[config.mk]
export PLATFORM = sky130hd
export DESIGN_NAME = fpu_issue
export DESIGN_NICKNAME = d
export VERILOG_FILES = /design/src/rtl/fpu_issue.sv
export SDC_FILE = /design/constraint.sdc
export NUM_CORES = 1
export LEC_CHECK = 0
export CAP_MARGIN = 40
export CORE_ASPECT_RATIO = 0.9
export CORE_MARGIN = 2
export CORE_UTILIZATION = 39
export CTS_CLUSTER_SIZE = 12
export DETAILED_ROUTE_END_ITERATION = 7
export PLACE_DENSITY = 0.8
export SETUP_SLACK_MARGIN = 0.05
export SLEW_MARGIN = 30
export SYNTH_ARGS = -nofsm -noshare
export SYNTH_HDL_FRONTEND = slang
export SYNTH_SLANG_ARGS = --single-unit
export TNS_END_PERCENT = 50
[constraint.sdc]
create_clock -name clk -period 1.98 [get_ports clk]
set_input_delay 0.396 -clock clk [delete_from_list [all_inputs] [get_ports clk]]
set_output_delay 0.396 -clock clk [all_outputs]
set_load 0.01 [all_outputs]
[src/rtl/fpu_issue.sv]
// Core-side issuer for the FPU en/ready handshake: one FP op in flight, unsupported opcodes rejected.
// Latency: response N+3 cycles after accept for an FPU of N stages; 1 cycle for a rejected opcode.
// Backpressure: req_ready low from accept until the response is taken; response held while resp_ready is low.
module fpu_issue #(
    parameter int TAG_W   = 5,
    parameter int TIMEOUT = 31
) (
    input  logic             clk,
    input  logic             rst,
    input  logic             req_valid,
    output logic             req_ready,
    input  logic [3:0]       req_op,
    input  logic [31:0]      req_a,
    input  logic [31:0]      req_b,
    input  logic [TAG_W-1:0] req_tag,
    output logic             resp_valid,
    input  logic             resp_ready,
    output logic [31:0]      resp_data,
    output logic [TAG_W-1:0] resp_tag,
    output logic             resp_err,
    output logic [3:0]       fpu_ctl,
    output logic [31:0]      fpu_x1,
    output logic [31:0]      fpu_x2,
    output logic             fpu_en,
    input  logic             fpu_ready,
    input  logic [31:0]      fpu_y,
    output logic             busy
);

    typedef enum logic [1:0] {IDLE, ISSUE, WAIT, RESP} state_t;

    localparam int WD_W = $clog2(TIMEOUT + 1);

    state_t          state;
    state_t          state_nxt;
    logic [WD_W-1:0] wd_cnt;
    logic            op_ok;
    logic            accept;
    logic            wd_hit;

    always_comb begin
        op_ok = 1'b1;
        case (req_op)
            4'd6, 4'd7, 4'd8, 4'd13, 4'd14, 4'd15: op_ok = 1'b0;
            default:                               op_ok = 1'b1;
        endcase
    end

    // req_ready is registered, so it is only ever high while in IDLE
    assign accept = req_valid && req_ready;
    // This WAIT cycle is the TIMEOUT-th one without a completion
    assign wd_hit = (wd_cnt == WD_W'(TIMEOUT - 1));

    always_ff @(posedge clk) begin
        if (rst) begin
            state <= IDLE;
        end else begin
            state <= state_nxt;
        end
    end

    always_comb begin
        state_nxt = state;
        case (state)
            IDLE: begin
                if (accept) begin
                    state_nxt = op_ok ? ISSUE : RESP;
                end
            end
            ISSUE: state_nxt = WAIT;
            WAIT: begin
                if (fpu_ready || wd_hit) begin
                    state_nxt = RESP;
                end
            end
            RESP: begin
                if (resp_ready) begin
                    state_nxt = IDLE;
                end
            end
            default: state_nxt = IDLE;
        endcase
    end

    always_comb begin
        fpu_en     = 1'b0;
        resp_valid = 1'b0;
        busy       = 1'b1;
        case (state)
            IDLE:    busy = 1'b0;
            ISSUE:   fpu_en = 1'b1;
            WAIT:    fpu_en = 1'b0;
            RESP:    resp_valid = 1'b1;
            default: busy = 1'b1;
        endcase
    end

    // Operands and opcode stay put through WAIT and RESP: the FPU picks its result by ctl at completion
    always_ff @(posedge clk) begin
        if (rst) begin
            req_ready <= 1'b0;
            fpu_ctl   <= '0;
            fpu_x1    <= '0;
            fpu_x2    <= '0;
            resp_tag  <= '0;
            resp_data <= '0;
            resp_err  <= 1'b0;
            wd_cnt    <= '0;
        end else begin
            req_ready <= (state_nxt == IDLE);
            case (state)
                IDLE: begin
                    if (accept) begin
                        fpu_ctl   <= req_op;
                        fpu_x1    <= req_a;
                        fpu_x2    <= req_b;
                        resp_tag  <= req_tag;
                        resp_data <= '0;
                        resp_err  <= ~op_ok;
                    end
                end
                ISSUE: wd_cnt <= '0;
                WAIT: begin
                    if (fpu_ready) begin
                        resp_data <= fpu_y;
                        resp_err  <= 1'b0;
                    end else begin
                        wd_cnt <= wd_cnt + WD_W'(1);
                        if (wd_hit) begin
                            resp_data <= '0;
                            resp_err  <= 1'b1;
                        end
                    end
                end
                default: ;
            endcase
        end
    end

endmodule

==> flow_summary.ini, run 1 <==
[synth]
synth.distinct_cells = 38
synth_ff_type = dfxtp_1
synth.ff_latch_count = 114
synth_warnings = 0
async_flop_share = 0
synth_edf_count = 0
syn_area_um2 = 4120
avgSynthCellArea_um2 = 8.97
synthCells = 459
ys_seq_area_frac = 0.554
syn-num-nets = 571

[worst_hold_path]
hold_class = input port to flip-flop

[setup_path]
crit_buf_inv = 1
crit_path_top_delay_cell = clkdlybuf4s50_1
critPathMaxStageDelay_ns = 0.54
crit_family = buffers and inverters
worstPathMaxFanout = 7
critical_path_class = flip-flop to output pin
crit_required_ns = 1.58
cp-end-kind = output pin
arrival_ns = 1.46
rrSetupSlack_ns = 0.44
crit_path_start_kind = flip-flop
crit_chain = and2_1 > clkdlybuf4s50_1

[run]
drv_cap = 0

[route]
antenna_left = 0
firstDrtPassIters = 4
num_vias = 4158
drc_errors = 0
drt-total-wl_um = 12500
wire_per_inst_um = 15.3
via_per_inst = 5.08
drt_iter0_drc = 281

[timing]
setup_violations = 0
max_freq_mhz = 540
finalClockSkew_ns = 0.0113
maxSlewHeadroom = 0.719
finalSetupTns_ns = 0
fin_hold_ws_ns = 0.430
slew_violations = 0
period_share = 0.935
rsz0062_at_grt = false
timing_hold_violations_final = 0
worst_pin_slew_ns = 0.422
period_minus_slack_ns = 1.85

[global_route]
grt_max_degree = 48
grt_use_total = 0.219
grt_pass1_wl_um = 19800
grt-ovfl-total = 0
grt_pass1_vias = 4188
antenna_found_initial = 0

[cells_and_area]
fin_util = 0.691
drive_gt1_frac = 0.0827
fillCellCount = 816
design_area_um2 = 7080
finalNonFillerCells = 818
num_antenna_cells = 0
final_nets = 788
area_growth_pct = 72.0

[floorplanning]
die_y_um = 101
placementRows = 35
coreArea_um2 = 10200
ios = 220
initial_utilization = 0.402
die_x_um = 112
die_area_um2 = 11400

[place]
dp.cells = 786
place_congestion = 0.807
dp_hpwl_um = 8850
io_buffers = 219
dpl_cell_area_um2 = 6450

[cts]
cts_hold_buf = 0
clk_path_buf_depth = 2
ctsResizeCount = 4
cts_sinks = 114
htree_levels = 4
path_clk_slew_ns = 0.05
cts_tree = yes
root_buffer = clkbuf_16
cts_buffers = 17
postCtsSetupRepairBufs = 0
clk_latency_ns = 0.40

[power]
powerDensity_nw_per_um2 = 973
p_leak_nw = 2.54
ir_drop_mv = 0.788

[outcome]
outcome = complete, no violations
power by group:
part           total, W  switching (W)  internal, W
Clock           0.00319        0.00102      0.00217
Combinational   0.00115       0.000513     0.000640
Sequential      0.00256      0.0000942      0.00246
Total           0.00690        0.00162      0.00527
flip-flops by register name, indices dropped and copies added, names as in the netlist:
| signal | count |
|---|---|
| resp_tag | 5 |
| resp_data | 32 |
| fpu_x1 | 32 |
| fpu_ctl | 4 |
| resp_err | 1 |
| req_ready | 1 |
| state | 2 |
| fpu_x2 | 32 |
| wd_cnt | 5 |
placed cells by master (no fill, tap or decap), types with 3 or more instances in the layout:
cell type        count
clkbuf_8             6
buf_12               3
buf_4               13
a21oi_1             77
a211oi_1             3
clkdlybuf4s50_1    216
nor2b_1              6
nand2_1            149
clkinv_2             4
clkbuf_16           17
o21bai_1             3
a32o_1              32
bufinv_16            3
dfxtp_1            112
nand2b_1             4
cells by family after synthesis:
| kind of cell | share of synthesized area |
|---|---|
| AOI/OAI and AO/OA | 0.202 |
| adders and majority gates | 0.00608 |
| buffers and inverters | 0.0468 |
| DFF | 0.554 |
| and+or+nand+nor | 0.191 |
per-layer routing:
metal | track usage | share of wire | up-vias
met1 | 0.241 | 0.40 | 1964
met3 | 0.0784 | 0.068 | 25
met5 | 0 | 0 | -
met4 | 0.104 | 0.022 | 0
met2 | 0.381 | 0.51 | 156
li1 | - | - | 2013
worst paths after layout:
check	startpoint	depth (start not counted)	endpoint
worst max-delay path	state[1]	2	resp_valid
worst min-delay path	rst	2	fpu_x1[25]
worst max register to register	state[0]	5	resp_data[5]
worst min register to register	fpu_x1[25]	2	fpu_x1[25]
metrics by stage:
step	power [W]	setup WS, ns
after floorplan	0.00309	0.589
after global placement	0.00372	0.123
after detailed placement	0.00376	0.0815
after CTS	0.00697	0.107
after global routing	0.00718	0.0632
final	0.00690	0.128
worst reg2reg max path, cell delays in order, from the launching register on:
cell and delay, ns:
dfxtp_2 0.38, buf_4 0.19, and3b_1 0.24, and2b_1 0.19, buf_4 0.19, a32o_1 0.24
synth_stat cells (3+ instances only):
cell type / n / area, µm²
buf_2: 19 / 95.1
o21bai_1: 3 / 22.5
clkbuf_1: 14 / 52.6
nor2b_1: 6 / 37.5
nand2_1: 149 / 559
a32o_1: 32 / 320
a211oi_1: 3 / 22.5
a21oi_1: 77 / 385
buf_6: 3 / 33.8
dfxtp_1: 114 / 2280
nand2b_1: 4 / 25.0
area by class of cell:
type,count,area [µm²],area share
flip-flops and latches,114,2280,0.323
inverters,1,3.75,0.000530
well taps,129,161,0.0228
clock buffers,23,508,0.0717
multi-input cells,307,1660,0.234
clock inverters,9,125,0.0177
repair buffers,235,2340,0.331
(Power assumes the default switching activity.)
==> run 2, diff against run 1 <==
Settings changed: CELL_PAD_IN_SITES_DETAIL_PLACEMENT set to 0, CELL_PAD_IN_SITES_GLOBAL_PLACEMENT set to 1, CORE_UTILIZATION 39 to 27, PLACE_DENSITY 0.8 to not set, PLACE_DENSITY_LB_ADDON set to 0.1.
==> flow_summary.ini, run 2 (synthesis gave the netlist of run 1 again) <==
[power]
sw_frac_of_total = 0.243
powerDensity_nw_per_um2 = 967
p_int_w = 0.00529
power.total_w = 0.00699
p_comb_frac = 0.170
ir_drop_mv = 0.586
p_leak_nw = 2.54
p_seq_frac = 0.365
netSwitchingPower_w = 0.00170
power.share.clock = 0.465

[floorplanning]
die_x_um = 134
ios = 220
die_y_um = 121
initial_utilization = 0.278
placementRows = 42
coreArea_um2 = 14800
die_area_um2 = 16300

[cells_and_area]
num_antenna_cells = 0
area_growth_pct = 75.5
final_common_cell = clkdlybuf4s50_1
fin_util = 0.488
drive_gt1_frac = 0.0827
layout_common_cells = 216 x clkdlybuf4s50_1, 149 x nand2_1, 112 x dfxtp_1
design_area_um2 = 7230
final_nets = 788
top_regs = fpu_x1: 32 flops, fpu_x2: 32 flops, resp_data: 32 flops

[timing]
period_share = 0.949
fin_hold_ws_ns = 0.351
finalSetupTns_ns = 0
slew_violations = 0
setup_violations = 0
timing_hold_violations_final = 0
maxSlewHeadroom = 0.596
rsz0062_at_grt = false
worst_pin_slew_ns = 0.606
max_freq_mhz = 532
period_minus_slack_ns = 1.88
finalClockSkew_ns = 0.00624

[cts]
root_buffer = clkbuf_16
clk_latency_ns = 0.41
cts_hold_buf = 0
postCtsSetupRepairBufs = 0
cts_tree = yes
clk_path_buf_depth = 2
htree_levels = 4
cts_sinks = 114
path_clk_slew_ns = 0.06
cts_buffers = 17

[global_route]
grt_max_degree = 56
grt_pass1_vias = 3830
grt_use_total = 0.158
top_usage_layer = met2
grt_pass1_wl_um = 19800
antenna_found_initial = 0
use_met1 = 0.192
grt.met2_usage = 0.243
grt-ovfl-total = 0
grtUsageMet3 = 0.0656

[setup_path]
critical_path_class = flip-flop to output pin
crit_path_start_kind = flip-flop
rrSetupSlack_ns = 0.46
cp-end-kind = output pin
arrival_ns = 1.48
worstPathMaxFanout = 7
crit_required_ns = 1.58

[route]
via_per_inst = 4.55
drt_iter0_drc = 89
drt-total-wl_um = 12800
drc_errors = 0
antenna_left = 0
firstDrtPassIters = 4
num_vias = 4034
wire_per_inst_um = 14.5

[place]
dp_hpwl_um = 8710
dpl_cell_area_um2 = 6590
place_congestion = 0.700
io_buffers = 219

[run]
drv_cap = 0

[outcome]
outcome = complete, no violations

[worst_hold_path]
hold_class = input port to flip-flop
-- run 2: changes by cell type in the layout (fill, tap and decap cells not counted), sizes merged --
cell      before  now
clkinvlp       2    4
clkbuf        23   19
inv            1    2
bufinv         3    4
-- run 2: cell type report --
class | count | area [µm²]
Fill cell | 1426 | 7590
Timing Repair Buffer | 235 | 2390
Sequential cell | 114 | 2290
Multi-Input combinational cell | 307 | 1660
Clock buffer | 19 | 453
Tap cell | 198 | 248
Clock inverter | 13 | 183
Inverter | 1 | 3.75
-- run 2: power groups by stage --
| stage | registers [W] | logic [W] | clock network, W |
|---|---|---|---|
| final | 0.00255 | 0.00119 | 0.00325 |
| after global routing | 0.00257 | 0.00129 | 0.00346 |
| after CTS | 0.00255 | 0.00121 | 0.00334 |
| after detailed placement | 0.00260 | 0.00121 | 0 |
| after global placement | 0.00259 | 0.00120 | 0 |
| after floorplan | 0.00266 | 0.000428 | 0 |
-- run 2: worst paths after layout --
check        depth (start not counted)  startpoint    endpoint
max                                  2    state[1]  resp_valid
min                                  2         rst   fpu_x2[7]
max reg2reg                          4   wd_cnt[1]   wd_cnt[4]
min reg2reg                          2   fpu_x2[1]   fpu_x2[1]
-- run 2: metrics by stage --
step / worst slack (ns) / std cells
floorplan: 0.589 / 459
global placement: 0.157 / 855
detailed placement: 0.132 / 855
CTS: 0.0535 / 887
global route: 0.0503 / 887
finish: 0.101 / 887
-- run 2: critical path, stage by stage, from the launching register on --
cell and delay [ns]:
dfxtp_2 0.38, and2_1 0.14, clkdlybuf4s50_1 0.55
-- run 2: repair_timing --
action                                  in CTS  in global routing
gates resized for setup                      4                  1
hold endpoints to repair                     0                  0
endpoints found under the setup margin       3                  1
-- run 2: layer usage --
| metal | wire length (µm) | vias to the layer above |
|---|---|---|
| li1 | - | 2023 |
| met1 | 5650 | 1852 |
| met2 | 5880 | 143 |
| met3 | 1110 | 16 |
| met4 | 204 | 0 |
| met5 | 0 | - |
==> run 3, diff against run 2 <==
Settings changed: CORE_UTILIZATION 27 to 28, CTS_BUF_LIST set to sky130_fd_sc_hd__clkbuf_2.
==> flow_summary.ini, run 3 (synthesis gave the netlist of run 1 again) <==
[floorplanning]
coreArea_um2 = 14600
die_x_um = 132
die_y_um = 119
initial_utilization = 0.283
die_area_um2 = 15700
placementRows = 42
ios = 220

[setup_path]
critPathMaxStageDelay_ns = 0.39
cp-end-kind = output pin
r2r_end = resp_data[25]
crit_chain = or2_4 > buf_6
reg2regPathDepth = 6
crit_start = state[0]
worstPathMaxFanout = 4
cp-endpoint = busy
crit_path_start_kind = flip-flop
crit_required_ns = 1.58
timing.rr.start = state[0]
rrSetupSlack_ns = 0.38
arrival_ns = 1.40
critical_path_class = flip-flop to output pin
crit_path_top_delay_cell = dfxtp_4

[timing]
timing_hold_violations_final = 0
slew_violations = 0
finalClockSkew_ns = 0.0220
period_minus_slack_ns = 1.79
period_share = 0.905
worst_pin_slew_ns = 0.422
maxSlewHeadroom = 0.719
setup_violations = 0
rsz0062_at_grt = true
max_freq_mhz = 558

[cells_and_area]
layout_common_cells = 149 x nand2_1, 108 x clkdlybuf4s50_1, 107 x dlygate4sd2_1
final_common_cell = nand2_1
drive_gt1_frac = 0.112
top_regs = fpu_x1: 32 flops, fpu_x2: 32 flops, resp_data: 32 flops
design_area_um2 = 6900
fillCellCount = 1462
final_nets = 802
area_growth_pct = 67.5

[route]
via_per_inst = 4.51
drc_errors = 0
drt_iter0_drc = 210
wire_per_inst_um = 13.9
drt-total-wl_um = 12500
antenna_left = 0
num_vias = 4067
firstDrtPassIters = 4

[power]
power.total_w = 0.00551
powerDensity_nw_per_um2 = 799
ir_drop_mv = 0.540
p_leak_nw = 2.98

[run]
drv_cap = 0

[global_route]
grt_use_total = 0.163
grt_pass1_wl_um = 20400
top_usage_layer = met2
grt_max_degree = 80
use_met1 = 0.212
grt.met2_usage = 0.239
grt_pass1_vias = 3882
grtUsageMet3 = 0.0732
antenna_found_initial = 1
grt-ovfl-total = 0

[worst_hold_path]
holdPathStages = 3
hold_class = input port to flip-flop

[cts]
path_clk_slew_ns = 0.16
htree_levels = 4
clk_path_buf_depth = 2
cts_tree = yes
cts_sinks = 114
clk_latency_ns = 0.64
root_buffer = clkbuf_2
cts_buffers = 17

[outcome]
outcome = complete, no violations

[place]
place_congestion = 0.707
dp_hpwl_um = 8490
io_buffers = 219
dpl_cell_area_um2 = 6620
## run 3: cell types whose count changed in the layout (fill, tap and decap cells not counted), sizes merged
cell	delta
buf	+16
bufinv	+1
clkdlybuf4s50	-108
clkinv	+4
clkinvlp	-4
diode	+1
dlygate4sd2	+105
dlygate4sd3	+1
inv	-1
## run 3: where the power goes
part           internal, W  total, W  switching [W]
sequential         0.00246   0.00254      0.0000832
combinational     0.000624   0.00116       0.000537
clock             0.000948   0.00181       0.000859
total              0.00403   0.00551        0.00148
## run 3: per-stage QoR
step                       util  instances  hold slack, ns  setup WS (ns)  TNS (ns)
after floorplan               -        459           0.457          0.589         0
after detailed placement  0.455        859           0.446          0.124         0
after global placement    0.455        859           0.441          0.146         0
after global routing      0.474        902           0.139         0.0323         0
final                     0.474        902           0.283          0.187         0
after CTS                 0.469        898           0.189       -0.00247  -0.00247
## run 3: cell type report
type / instances / area (µm²) / share of cell area
clock buffers: 19 / 95.1 / 0.0138
diodes: 1 / 2.50 / 0.000363
flip-flops and latches: 114 / 2300 / 0.333
well taps: 198 / 248 / 0.0359
clock inverters: 13 / 190 / 0.0276
multi-input cells: 307 / 1670 / 0.242
inverters: 1 / 3.75 / 0.000544
repair buffers: 249 / 2390 / 0.346
## run 3: timing repair
item | CTS | global route
pin swaps | 0 | 1
hold buffers | 1 | 0
resized for setup | 131 | 11
setup buffers | 6 | 3
hold endpoints to repair | 1 | 0
endpoints found under the setup margin | 110 | 4
## run 3: worst max-delay path, delay by kind of cell (launching register included)
kind          cells  cell delay (ns)
buf+inv           1             0.13
flops             1             0.39
simple gates      1             0.26
## run 3: routing by layer
layer / share of wire / wire length [µm]
met5: 0 / 0
met4: 0.013 / 168
met3: 0.078 / 972
met2: 0.44 / 5550
met1: 0.47 / 5830
## run 3: worst min-delay path by stage
| stage | start | end | slack (ns) |
|---|---|---|---|
| global route | req_a[12] | fpu_x1[12] | 0.14 |
| detailed placement | fpu_x2[26] | fpu_x2[26] | 0.45 |
| finish | req_a[20] | fpu_x1[20] | 0.28 |
| floorplan | wd_cnt[4] | wd_cnt[4] | 0.46 |
| global placement | fpu_x1[24] | fpu_x1[24] | 0.44 |
| CTS | req_a[25] | fpu_x1[25] | 0.19 |
